[src/rtl/chain_code_encoder_if.sv]
// Handshake and result bundle between chain_code_encoder, its pixel memory and the
// downstream code consumer.
interface chain_code_encoder_if #(
    parameter int unsigned ADDR_W = 12
);
    logic              start;
    logic              pix_rd;
    logic [ADDR_W-1:0] pix_addr;
    logic              pix_data;
    logic [7:0]        code;
    logic              code_valid;
    logic              code_ready;
    logic [8:0]        perimeter;
    logic [11:0]       area;
    logic [5:0]        startX;
    logic [5:0]        startY;
    logic              busy;
    logic              done;
    logic              error;

    modport master (
        input  start, pix_data, code_ready,
        output pix_rd, pix_addr, code, code_valid,
               perimeter, area, startX, startY, busy, done, error
    );

    modport slave (
        output start, pix_data, code_ready,
        input  pix_rd, pix_addr, code, code_valid,
               perimeter, area, startX, startY, busy, done, error
    );
endinterface

[src/rtl/chain_code_encoder.sv]
// Raster-scans a 64x64 binary image, then traces the first object's outer boundary
// and streams 8-direction Freeman codes with perimeter/area/start results.
module chain_code_encoder #(
    parameter int unsigned ADDR_W    = 12,
    parameter int unsigned MAX_PERIM = 511
) (
    input  logic                 clk,
    input  logic                 reset,
    chain_code_encoder_if.master bus
);

    typedef enum logic [2:0] {
        IDLE,
        SCAN,
        TRACE_RD,
        TRACE_CHK,
        EMIT,
        DONE
    } state_e;

    typedef struct packed {
        logic       ok;
        logic [5:0] y;
        logic [5:0] x;
    } nb_t;

    localparam logic [ADDR_W-1:0] LAST_ADDR = '1;

    // 7-bit wraparound arithmetic: bit 6 set means the step left the 0..63 range.
    function automatic nb_t neighbour(input logic [5:0] x, input logic [5:0] y,
                                      input logic [2:0] d);
        logic [6:0] nx;
        logic [6:0] ny;
        nb_t        r;
        nx = {1'b0, x};
        ny = {1'b0, y};
        case (d)
            3'd0: nx = nx + 7'd1;
            3'd1: begin nx = nx + 7'd1; ny = ny - 7'd1; end
            3'd2: ny = ny - 7'd1;
            3'd3: begin nx = nx - 7'd1; ny = ny - 7'd1; end
            3'd4: nx = nx - 7'd1;
            3'd5: begin nx = nx - 7'd1; ny = ny + 7'd1; end
            3'd6: ny = ny + 7'd1;
            default: begin nx = nx + 7'd1; ny = ny + 7'd1; end
        endcase
        r.ok = ~nx[6] & ~ny[6];
        r.y  = ny[5:0];
        r.x  = nx[5:0];
        return r;
    endfunction

    function automatic logic [2:0] first_cand(input logic [2:0] d);
        return d[0] ? d + 3'd6 : d + 3'd7;
    endfunction

    state_e            state_q, state_d;
    logic              rd_q, rd_d;
    logic [ADDR_W-1:0] addr_q, addr_d;
    logic              chk_q, chk_d;
    logic [ADDR_W-1:0] chk_addr_q, chk_addr_d;
    logic              found_q, found_d;
    logic [11:0]       area_q, area_d;
    logic [5:0]        sx_q, sx_d;
    logic [5:0]        sy_q, sy_d;
    logic              err_q, err_d;
    logic              done_q, done_d;
    logic              busy_q, busy_d;
    logic [8:0]        perim_q, perim_d;
    logic [2:0]        code_q, code_d;
    logic              cvalid_q, cvalid_d;
    logic [5:0]        cx_q, cx_d;
    logic [5:0]        cy_q, cy_d;
    logic [2:0]        dir_q, dir_d;
    logic [2:0]        cand_q, cand_d;
    logic [2:0]        tries_q, tries_d;
    logic              miss;
    nb_t               nb_cur;
    nb_t               nb_nxt;

    assign nb_cur = neighbour(cx_q, cy_q, cand_q);

    always_ff @(posedge clk) begin
        if (reset) begin
            state_q    <= IDLE;
            rd_q       <= 1'b0;
            addr_q     <= '0;
            chk_q      <= 1'b0;
            chk_addr_q <= '0;
            found_q    <= 1'b0;
            area_q     <= '0;
            sx_q       <= '0;
            sy_q       <= '0;
            err_q      <= 1'b0;
            done_q     <= 1'b0;
            busy_q     <= 1'b0;
            perim_q    <= '0;
            code_q     <= '0;
            cvalid_q   <= 1'b0;
            cx_q       <= '0;
            cy_q       <= '0;
            dir_q      <= '0;
            cand_q     <= '0;
            tries_q    <= '0;
        end else begin
            state_q    <= state_d;
            rd_q       <= rd_d;
            addr_q     <= addr_d;
            chk_q      <= chk_d;
            chk_addr_q <= chk_addr_d;
            found_q    <= found_d;
            area_q     <= area_d;
            sx_q       <= sx_d;
            sy_q       <= sy_d;
            err_q      <= err_d;
            done_q     <= done_d;
            busy_q     <= busy_d;
            perim_q    <= perim_d;
            code_q     <= code_d;
            cvalid_q   <= cvalid_d;
            cx_q       <= cx_d;
            cy_q       <= cy_d;
            dir_q      <= dir_d;
            cand_q     <= cand_d;
            tries_q    <= tries_d;
        end
    end

    always_comb begin
        state_d    = state_q;
        rd_d       = 1'b0;
        addr_d     = addr_q;
        chk_d      = 1'b0;
        chk_addr_d = chk_addr_q;
        found_d    = found_q;
        area_d     = area_q;
        sx_d       = sx_q;
        sy_d       = sy_q;
        err_d      = err_q;
        done_d     = done_q;
        busy_d     = busy_q;
        perim_d    = perim_q;
        code_d     = code_q;
        cvalid_d   = cvalid_q;
        cx_d       = cx_q;
        cy_d       = cy_q;
        dir_d      = dir_q;
        cand_d     = cand_q;
        tries_d    = tries_q;
        miss       = 1'b0;
        nb_nxt     = '0;

        unique case (state_q)
            IDLE, DONE: begin
                if (bus.start) begin
                    perim_d = '0;
                    area_d  = '0;
                    err_d   = 1'b0;
                    done_d  = 1'b0;
                    busy_d  = 1'b1;
                    found_d = 1'b0;
                    rd_d    = 1'b1;
                    addr_d  = '0;
                    state_d = SCAN;
                end
            end

            SCAN: begin
                if (rd_q) begin
                    chk_d      = 1'b1;
                    chk_addr_d = addr_q;
                    if (addr_q != LAST_ADDR) begin
                        rd_d   = 1'b1;
                        addr_d = addr_q + ADDR_W'(1);
                    end
                end
                if (chk_q && bus.pix_data) begin
                    if (area_q == '1) begin
                        err_d = 1'b1;
                    end else begin
                        area_d = area_q + 12'd1;
                    end
                    if (!found_q) begin
                        found_d = 1'b1;
                        sx_d    = chk_addr_q[5:0];
                        sy_d    = chk_addr_q[11:6];
                    end
                end
                if (chk_q && chk_addr_q == LAST_ADDR) begin
                    if (!found_d) begin
                        err_d   = 1'b1;
                        busy_d  = 1'b0;
                        done_d  = 1'b1;
                        state_d = DONE;
                    end else begin
                        cx_d    = sx_d;
                        cy_d    = sy_d;
                        dir_d   = 3'd7;
                        cand_d  = first_cand(3'd7);
                        tries_d = '0;
                        state_d = TRACE_RD;
                    end
                end
            end

            TRACE_RD: begin
                if (nb_cur.ok) begin
                    state_d = TRACE_CHK;
                end else begin
                    miss = 1'b1;
                end
            end

            TRACE_CHK: begin
                if (bus.pix_data) begin
                    if (perim_q == 9'(MAX_PERIM)) begin
                        err_d   = 1'b1;
                        busy_d  = 1'b0;
                        done_d  = 1'b1;
                        state_d = DONE;
                    end else begin
                        dir_d    = cand_q;
                        cx_d     = nb_cur.x;
                        cy_d     = nb_cur.y;
                        code_d   = cand_q;
                        cvalid_d = 1'b1;
                        state_d  = EMIT;
                    end
                end else begin
                    miss = 1'b1;
                end
            end

            EMIT: begin
                if (bus.code_ready) begin
                    perim_d  = perim_q + 9'd1;
                    cvalid_d = 1'b0;
                    if (cx_q == sx_q && cy_q == sy_q) begin
                        busy_d  = 1'b0;
                        done_d  = 1'b1;
                        state_d = DONE;
                    end else begin
                        cand_d  = first_cand(dir_q);
                        tries_d = '0;
                        state_d = TRACE_RD;
                    end
                end
            end

            default: state_d = IDLE;
        endcase

        // Off-image and background candidates share one advance path.
        if (miss) begin
            if (tries_q == 3'd7) begin
                busy_d  = 1'b0;
                done_d  = 1'b1;
                state_d = DONE;
            end else begin
                cand_d  = cand_q + 3'd1;
                tries_d = tries_q + 3'd1;
                state_d = TRACE_RD;
            end
        end

        // pix_rd/pix_addr are registered, so the read is set up for the state being entered.
        if (state_d == TRACE_RD) begin
            nb_nxt = neighbour(cx_d, cy_d, cand_d);
            rd_d   = nb_nxt.ok;
            addr_d = ADDR_W'({nb_nxt.y, nb_nxt.x});
        end
    end

    assign bus.pix_rd     = rd_q;
    assign bus.pix_addr   = addr_q;
    assign bus.code       = {5'b00000, code_q};
    assign bus.code_valid = cvalid_q;
    assign bus.perimeter  = perim_q;
    assign bus.area       = area_q;
    assign bus.startX     = sx_q;
    assign bus.startY     = sy_q;
    assign bus.busy       = busy_q;
    assign bus.done       = done_q;
    assign bus.error      = err_q;

endmodule

[src/flat_wrapper.sv]
// flat-port wrapper written by rule: the top's interface ports become plain ports
module chain_code_encoder_flat 
#(
    parameter int unsigned ADDR_W    = 12,
    parameter int unsigned MAX_PERIM = 511
)
  (clk, reset, bus_start, bus_pix_data, bus_code_ready, bus_pix_rd, bus_pix_addr, bus_code, bus_code_valid, bus_perimeter, bus_area, bus_startX, bus_startY, bus_busy, bus_done, bus_error);
  chain_code_encoder_if #(.ADDR_W(ADDR_W)) bus_i ();
  input  logic clk;
  input  logic reset;
  input wire logic [$bits(bus_i.start)-1:0] bus_start;
  input wire logic [$bits(bus_i.pix_data)-1:0] bus_pix_data;
  input wire logic [$bits(bus_i.code_ready)-1:0] bus_code_ready;
  output wire logic [$bits(bus_i.pix_rd)-1:0] bus_pix_rd;
  output wire logic [$bits(bus_i.pix_addr)-1:0] bus_pix_addr;
  output wire logic [$bits(bus_i.code)-1:0] bus_code;
  output wire logic [$bits(bus_i.code_valid)-1:0] bus_code_valid;
  output wire logic [$bits(bus_i.perimeter)-1:0] bus_perimeter;
  output wire logic [$bits(bus_i.area)-1:0] bus_area;
  output wire logic [$bits(bus_i.startX)-1:0] bus_startX;
  output wire logic [$bits(bus_i.startY)-1:0] bus_startY;
  output wire logic [$bits(bus_i.busy)-1:0] bus_busy;
  output wire logic [$bits(bus_i.done)-1:0] bus_done;
  output wire logic [$bits(bus_i.error)-1:0] bus_error;
  assign bus_i.start = bus_start;
  assign bus_i.pix_data = bus_pix_data;
  assign bus_i.code_ready = bus_code_ready;
  assign bus_pix_rd = bus_i.pix_rd;
  assign bus_pix_addr = bus_i.pix_addr;
  assign bus_code = bus_i.code;
  assign bus_code_valid = bus_i.code_valid;
  assign bus_perimeter = bus_i.perimeter;
  assign bus_area = bus_i.area;
  assign bus_startX = bus_i.startX;
  assign bus_startY = bus_i.startY;
  assign bus_busy = bus_i.busy;
  assign bus_done = bus_i.done;
  assign bus_error = bus_i.error;
  chain_code_encoder #(.ADDR_W(ADDR_W), .MAX_PERIM(MAX_PERIM)) u_core (.clk(clk), .reset(reset), .bus(bus_i));
endmodule
[config.mk]
export PLATFORM = sky130hd
export DESIGN_NAME = chain_code_encoder_flat
export DESIGN_NICKNAME = d
export VERILOG_FILES = /design/src/rtl/chain_code_encoder_if.sv /design/src/rtl/chain_code_encoder.sv /design/src/flat_wrapper.sv
export SDC_FILE = /design/constraint.sdc
export NUM_CORES = 1
export LEC_CHECK = 0
export ABC_AREA = 1
export CAP_MARGIN = 10
export CORE_UTILIZATION = 50
export DETAILED_ROUTE_END_ITERATION = 7
export PLACE_DENSITY_LB_ADDON = 0.08
export REMOVE_ABC_BUFFERS = 1
export SLEW_MARGIN = 20
export SYNTH_ARGS = -nofsm -noshare
export SYNTH_HDL_FRONTEND = slang
export SYNTH_SLANG_ARGS = --single-unit
[constraint.sdc]
create_clock -name clk -period 10.4 [get_ports clk]
set_input_delay 1.04 -clock clk [delete_from_list [all_inputs] [get_ports clk]]
set_output_delay 1.04 -clock clk [all_outputs]
set_load 0.02 [all_outputs]
# Word-level counts from Yosys, hierarchy flattened
# Index checks and enable logic that the tools add are counted.
# op_classes
addsub,15
multipliers,0
div,0
n_lt_le_gt_ge,0
n_eq_ne,37
shift,0
n_mux,106
bitwise_logic,8
reduce_logical,31
# op_table
op,count
$mux 3,26
$mux 12,6
$mux 6,12
$pmux 7 s2,4
$pmux 12 s2,2
$mux 1,38
$add 6x1->7 const B,4
$sub 6x1->7 const B,4
$eq 3x3->1 const B,9
$add 12x1->12 const B,2
$eq 12x12->1 const B,2
$pmux 6 s2,2
$eq 3x2->1 const B,7
$mux 9,2
$pmux 3 s2,3
$pmux 9 s2,1
$reduce_and 4->1,4
$pmux 3 s5,1
$mux 7,2
$eq 6x6->1,2
$ne 12x12->1 const B,1
$reduce_or 2->1,6
$reduce_or 3->1,4
$ne 2x2->1 const B,5
other kinds (20),48
# totals
ff_bits,91
latchBits,0
mem_bits_rw,0
rom_bits,0
out_inout_bits,58
elab_cells,217
memories,0

# Depth between registers and ports, before layout
# Gate-level depths: netlist of run 1.
# logic_depth
depth_word,15
depth_mapped,30

# Worst setup path after synthesis of run 1
# Ideal clock, no wire load.
# synth_timing
path_type,register to register
start,register u_core.cand_q[1]
end,"register u_core.rd_q, in the netlist u_core.bus.pix_rd"
setup_ps,132
arrival_time_ps,3744
setup_slack_ps,6524
path_stages_with_launch,27
path_cell_list,dfxtp_1 -> ha_1 -> ha_1 -> a21oi_1 -> inv_1 -> fa_1 -> nand3_1 -> nand4_1 -> nand3_1 -> nand3_2 -> nand3_4 -> buf_6 -> nand2_1 -> nand2_1 -> inv_2 -> nor2_1 -> ha_1 -> a21oi_1 -> nand2_1 -> a21oi_1 -> nor2_1 -> o21ai_0 -> nand3_1 -> nand2_1 -> clkinv_1 -> nand2_1 -> a21oi_1
# synth_between
elab_chain_len,15
elab_cells_between_ends,59
cone_classes,add/sub (5); eq/ne (13); mux (25); bitwise (6); reduce/logical (10)
# synth_rtl
item,line,rtl
start: declaration,chain_code_encoder.sv:75,"logic [2:0] cand_q, cand_d;"
start signal: assignment,chain_code_encoder.sv:124,cand_q <= cand_d;
branches (longest 14 deep; another with $add 6x1->7),n/a,
$mux 1 *,chain_code_encoder.sv:267,if (state_d == TRACE_RD) begin
end signal: assignment,chain_code_encoder.sv:107,rd_q <= rd_d;
end: declaration,chain_code_encoder.sv:58,"logic rd_q, rd_d;"
# Mark *: on every way between the ends. The select of a mux whose other input is x is not followed.
# A chain may end at the register's enable or synchronous reset.

# Worst setup path after layout of run 1
# layout_timing
start,register u_core.cand_q[0]
end,"register u_core.addr_q[11], in the netlist u_core.bus.pix_addr[11]"
# layout_between
elab_chain_len,13
elab_cells_between_ends,50
cone_classes,add/sub (3); eq/ne (14); mux (20); bitwise (3); reduce/logical (10)
# layout_rtl
item,line,rtl
branches (longest 13 deep; another with $add 6x1->7),n/a,
end signal: assignment,chain_code_encoder.sv:108,addr_q <= addr_d;
end: declaration,chain_code_encoder.sv:59,"logic [ADDR_W-1:0] addr_q, addr_d;"
# Several ways; the timed one is not identified. The select of a mux whose other input is x is not followed.

==> results by group, run 1 <==
Synth
  – Post-synthesis sequential area ratio: 30.4%
  – Synth area leader: dfxtp_1
  – Synth Area in Simple Gates: 29.1%
  – Share of the synthesized area in the top cell type: 30.4%
  – Mux cell area share after synthesis: 0.169%
  – Post-synthesis adder-cell area fraction: 8.10%
  – Synth Area in XOR/XNOR: 3.10%
  – Distinct cells, synth: 51
  – Async SR Flop Fraction: 0%
  – Complex-gate fraction of the synthesized area: 19.1%
  – Synthesis Warnings: 0
  – Cell Area, Synth: 0.00593 sq mm
  – Synth cell count leaders: 180 x nand2_1, 94 x inv_1, 90 x dfxtp_1
  – Number of synthesized flops with an enable pin: 0
  – Dominant synthesized flop cell: dfxtp_1
  – Synthesized instance count: 869
  – Top post-synthesis cells by area: dfxtp_1 30%, nand2_1 11%, a21oi_1 7.2%
  – Most frequent cell after synthesis: nand2_1
  – Mean Syn Cell Area: 6.82 sq um
  – Seq cells post-synth: 90
  – Largest family of logic cells by synthesized area: simple AND/OR/NAND/NOR gates

STA
  – FMAX: 209 MHz
  – Max Slew Vio Count: 0
  – Tcrit/Tclk final: 46.0%
  – RSZ-0062 raised after global routing: no
  – Slew margin rel.: 33.7%
  – WHS: 468 ps
  – Worst Tran Pin Value: 994 ps
  – # setup viols final: 0
  – Total Neg Setup Slack: 0 ps
  – Final hold violations: 0
  – Layout Skew: 4.66 ps
  – Tmin final: 4790 ps

Floorplan
  – Ports: 63
  – Total die area: 0.0123 sq mm
  – Core ar.: 0.0115 sq mm
  – Die Y: 111 microns
  – Effective utilization at floorplan: 51.7%
  – FP Rows: 39
  – Die Width: 111 microns

Pwr
  – Net Sw Frac: 25.0%
  – Flop pwr share: 45.9%
  – Comb power frac: 9.6%
  – Clock group share of total power: 44.5%
  – Cell area power density: 115 mW/mm^2
  – Internal power: 0.591 mW
  – Static Leakage: 3.11 nW
  – Max IR drop VDD: 0.0973 mV
  – P_sw: 0.197 mW

Final layout
  – Fillers: 1074
  – Proportion of layout cells with a drive suffix above 1: 7.94%
  – Area grow syn2layout: 15.7%
  – Antenna Cells: 0
  – Final-stage net count: 957
  – Post-route cell area: 0.00686 sq mm

Detailed routing
  – DRC Markers: 0
  – Via count: 5839
  – Initial drt markers: 488
  – Total wire length: 16400 microns
  – Vias per cell: 5.50
  – Final ANT Viol Nets: 0
  – Drt wl/cell: 15.4 microns
  – Drt pass-1 iters: 4

Clock network
  – CTS tree: yes
  – Skew-Pair Late Insertion Delay: 340 ps
  – Cts repair resizes: 0
  – Clock buffer count from CTS: 9
  – Hold buffer count at CTS: 0
  – CTS sink count: 90
  – Reg clk slew, reported paths: 60 ps
  – Root Buffer: clkbuf_16
  – CTS max path bufs: 2
  – Post-CTS Setup Repair Bufs: 0
  – H-tree level count: 3

GRT
  – Initial antenna violation count: 0
  – Gr usage total: 27.7%
  – Vias in the first global route: 5464
  – Overflow after GRT: 0
  – First-pass GRT wire length: 27200 microns
  – Largest net degree at the start of global routing: 43

Setup path
  – Crit path DAT: 5060 ps
  – CP endpoint kind: flip-flop
  – Crit Path Class: flip-flop to flip-flop
  – CP required: 10670 ps
  – CP startpoint kind: flip-flop
  – Worst-path fanout max: 12

Placement
  – GPL Wtd Cong: 0.893
  – Count of input and output buffers: 57
  – DP Wirelength: 12400 microns
  – Dpl cell area: 0.00655 sq mm

Min path
  – HP Class: flip-flop to flip-flop

Flow run
  – Maximum Capacitance Violations: 0

Run status
  – Status: complete, no violations
## layout by cell type, fill, tap and decap left out, drive strengths merged, types with 3 or more instances in the layout
| cell | synthesis | layout |
|---|---|---|
| o21ai | 84 | 84 |
| nand4 | 16 | 16 |
| a21oi | 87 | 87 |
| and2 | 3 | 3 |
| xor2 | 10 | 10 |
| o22ai | 4 | 4 |
| xnor2 | 11 | 11 |
| a31oi | 5 | 5 |
| inv | 110 | 110 |
| or2 | 5 | 5 |
| clkbuf | 13 | 11 |
| ha | 32 | 32 |
| nand2 | 194 | 194 |
| nor3 | 12 | 12 |
| clkinv | 4 | 5 |
| dfxtp | 90 | 90 |
| nor2 | 92 | 92 |
| o211ai | 14 | 14 |
| fa | 4 | 4 |
| a211oi | 4 | 4 |
| nand3 | 48 | 48 |
| clkdlybuf4s50 | 0 | 57 |
| conb | 1 | 5 |
## worst paths after layout
kind / startpoint / end / slack (ps) / depth (start not counted)
worst min register to register: u_core.dir_q[2]$_SDFFE_PP0P_ / u_core.dir_q[2]$_SDFFE_PP0P_ / 470 / 2
worst min-delay path: u_core.dir_q[2]$_SDFFE_PP0P_ / u_core.dir_q[2]$_SDFFE_PP0P_ / 470 / 2
worst max-delay path: u_core.cand_q[0]$_SDFF_PP0_ / u_core.bus.pix_addr[11]$_SDFFE_PP0P_ / 5610 / 25
worst max register to register: u_core.cand_q[0]$_SDFF_PP0_ / u_core.bus.pix_addr[11]$_SDFFE_PP0P_ / 5610 / 25
## power by group through the flow
stage               sequential, mW  combinational [mW]  clock, mW
detailed placement           0.369              0.0750          0
CTS                          0.361              0.0753      0.355
finish                       0.361              0.0759      0.350
global placement             0.369              0.0743          0
global route                 0.362              0.0830      0.371
floorplan                    0.372              0.0399          0
## state kept, by name, indices dropped and copies added (netlist names), 6 cells and up
register,flops
u_core.cy_q,6
u_core.bus.area,12
u_core.bus.pix_addr,12
u_core.bus.startX,6
u_core.cx_q,6
u_core.bus.perimeter,9
u_core.chk_addr_q,12
u_core.bus.startY,6
## cell families (layout without fill, tap and decap cells)
kind of cell / after synthesis / count (layout)
adder cells (fa/ha/maj): 36 / 36
other: 1 / 5
XOR/XNOR: 21 / 21
multiplexers: 1 / 1
AND/OR/NAND/NOR: 373 / 373
buffers and inverters: 141 / 187
AO/OA/AOI/OAI: 206 / 206
flip-flops: 90 / 90
## area by class of cell
cell class,instances,area (sq um),area share [%]
Sequential cell,90,1800,26.3
Multi-Input combinational cell,642,3550,51.8
Inverter,114,432,6.29
Tap cell,143,179,2.61
Timing Repair Buffer,59,586,8.54
Clock inverter,3,65.1,0.949
Clock buffer,11,243,3.54
## worst max-delay path: stages, from the launching register on
cell	delay, ps
dfxtp_1	360
ha_1	240
ha_1	210
a21oi_1	220
inv_1	220
fa_1	510
nand3_1	130
nand3_1	90
nand2_1	80
nand3_1	90
nand3_2	120
nand3_4	160
inv_1	180
nand2_1	70
nand2_1	160
inv_2	80
nor2_1	390
ha_1	390
a21oi_1	220
nor2_1	70
a211oi_1	160
o21ai_1	110
xor2_1	150
nand2_1	60
o211ai_1	80
a21oi_1	140
## metrics by stage
stage	total power, mW	instances	worst slack, ps	util [%]
2_1_floorplan	0.412	846	6470	-
3_3_place_gp	0.443	1048	5620	57.1
3_5_place_dp	0.444	1048	5510	57.1
4_1_cts	0.792	1062	5710	59.8
5_1_grt	0.816	1062	5120	59.8
6_report	0.787	1062	5610	59.8
## per-layer routing
| metal | track usage, % | routed length (microns) | vias to the layer above |
|---|---|---|---|
| met5 | 0 | 0 | - |
| met4 | 13.9 | 630 | 0 |
| met3 | 4.92 | 980 | 41 |
| met2 | 44.1 | 7480 | 177 |
| met1 | 36.2 | 7280 | 2662 |
| li1 | - | - | 2959 |
Power figures use the tool's default switching activity.
==> inputs of run 2 (changes only) <==
==> constraint.sdc (replaced) <==
create_clock -name clk -period 4 [get_ports clk]
set_input_delay 0.4 -clock clk [delete_from_list [all_inputs] [get_ports clk]]
set_output_delay 0.4 -clock clk [all_outputs]
set_load 0.02 [all_outputs]
==> results by group, run 2 (synthesis results as in run 1) <==
Run status
  – Status: complete, no violations

Clock network
  – Root Buffer: clkbuf_16
  – Clock buffer count from CTS: 9
  – H-tree level count: 3
  – CTS sink count: 90
  – CTS tree: yes
  – CTS max path bufs: 2
  – Hold buffer count at CTS: 0
  – Reg clk slew, reported paths: 70 ps
  – Skew-Pair Late Insertion Delay: 350 ps

Setup path
  – Worst-path fanout max: 8
  – Crit path DAT: 4060 ps
  – Critical Path Start: u_core.cand_q[0]$_SDFF_PP0_
  – Worst R2R Path Depth: 27
  – Largest stage delay on the critical path: 410 ps
  – CP startpoint kind: flip-flop
  – Setup crit end: u_core.bus.pix_rd$_SDFF_PP0_
  – CP endpoint kind: flip-flop
  – Crit Reg-Reg Startpoint: u_core.cand_q[0]$_SDFF_PP0_
  – CP required: 4220 ps
  – RR Endpoint: u_core.bus.pix_rd$_SDFF_PP0_
  – Reg2reg setup slack: 160 ps
  – Crit Path Class: flip-flop to flip-flop
  – Crit-path slowest cell: fa_2

Floorplan
  – Die Y: 111 microns
  – Total die area: 0.0123 sq mm
  – Ports: 63
  – FP Rows: 39
  – Die Width: 111 microns
  – Core ar.: 0.0115 sq mm
  – Effective utilization at floorplan: 51.7%

Detailed routing
  – DRC Markers: 0
  – Vias per cell: 5.52
  – Via count: 6196
  – Final ANT Viol Nets: 0
  – Total wire length: 17600 microns
  – Initial drt markers: 447
  – Drt pass-1 iters: 5
  – Drt wl/cell: 15.7 microns

Final layout
  – Antenna Cells: 0
  – Commonest non-fill, non-tap cell in the layout: nand2_1
  – Most frequent cells in the layout: 171 x nand2_1, 89 x inv_1, 88 x dfxtp_1, 79 x nor2_1, 79 x a21oi_1
  – Proportion of layout cells with a drive suffix above 1: 18.6%
  – Final-stage net count: 1015
  – Area grow syn2layout: 28.7%
  – Post-route cell area: 0.00763 sq mm
  – Non-Filler Instances: 1122
  – Finished Core Util: 66.6%

Placement
  – DP Cell Count: 1094
  – DP Wirelength: 13100 microns
  – Dpl cell area: 0.00690 sq mm
  – Count of input and output buffers: 57
  – Worst slack at placement: -291 ps
  – GPL Wtd Cong: 0.951

STA
  – Tmin final: 3840 ps
  – Total Neg Setup Slack: 0 ps
  – Slew margin rel.: 40.4%
  – WHS: 474 ps
  – Final hold violations: 0
  – # setup viols final: 0
  – FMAX: 260 MHz
  – Worst Tran Pin Value: 892 ps
  – Fin worst setup slack: 157 ps
  – Tcrit/Tclk final: 96.1%
  – Max Slew Vio Count: 0
  – Layout Skew: 6.52 ps

Flow run
  – Maximum Capacitance Violations: 0

GRT
  – Gr usage total: 28.5%
  – First-pass GRT wire length: 28100 microns
  – Initial antenna violation count: 0
  – Largest net degree at the start of global routing: 32
  – Overflow after GRT: 0
  – Vias in the first global route: 5719

Pwr
  – Max IR drop VDD: 0.238 mV
  – Static Leakage: 3.39 nW
  – Total power: 2.15 mW
  – Cell area power density: 282 mW/mm^2

Min path
  – Hold depth: 2
  – HP Class: flip-flop to flip-flop
[run 2: changes by cell type in the layout (fill, tap and decap cells not counted), sizes merged]
| cell | change |
|---|---|
| buf | +58 |
| bufinv | +1 |
| clkbuf | +1 |
| clkinvlp | +1 |
| inv | -1 |
[run 2: worst max-delay path, delay by kind of cell (launching register included)]
family	cells	cell delay, ps
fa+ha+maj	4	1140
buf+inv	4	480
simple gates	15	1280
flops	1	330
compound gates	4	470
[run 2: area by class of cell]
| class | instances | area [sq um] |
|---|---|---|
| Tap cell | 143 | 179 |
| Clock inverter | 4 | 97.6 |
| Timing Repair Buffer | 117 | 1030 |
| Sequential cell | 90 | 1800 |
| Clock buffer | 12 | 256 |
| Inverter | 114 | 439 |
| Fill cell | 996 | 3830 |
| Multi-Input combinational cell | 642 | 3830 |
[run 2: how the worst min path moves through the flow]
stage	start	to	slack (ps)
detailed placement	u_core.tries_q[2]$_SDFF_PP0_	u_core.tries_q[2]$_SDFF_PP0_	470
global placement	u_core.bus.area[11]$_SDFFE_PP0P_	u_core.bus.area[11]$_SDFFE_PP0P_	450
CTS	u_core.tries_q[2]$_SDFF_PP0_	u_core.tries_q[2]$_SDFF_PP0_	480
global route	u_core.dir_q[2]$_SDFFE_PP0P_	u_core.dir_q[2]$_SDFFE_PP0P_	490
finish	u_core.tries_q[2]$_SDFF_PP0_	u_core.tries_q[2]$_SDFF_PP0_	470
floorplan	u_core.dir_q[2]$_SDFFE_PP0P_	u_core.dir_q[2]$_SDFFE_PP0P_	440
[run 2: per-layer routing]
layer  wire (microns)  global-route usage (%)  up-vias  part of all wire (%)
met5                0                       0        -                     0
met1             7840                    37.5     2886                    45
li1                 -                       -     3082                     -
met4              602                    13.4        0                   3.4
met3              886                    4.70       41                   5.0
met2             8230                    45.5      187                    47
[run 2: power breakdown]
part	leakage, nW	internal (mW)	switching (mW)
logic	2.49	0.0651	0.133
clock network	0.169	0.646	0.370
registers	0.730	0.917	0.0231
[run 2: timing repair]
item | 4_1_cts | 5_1_grt
setup endpoints to repair | 7 | 9
gates cloned | 0 | 0
resized for setup | 17 | 46
pin swaps | 0 | 21
setup buffers | 2 | 11
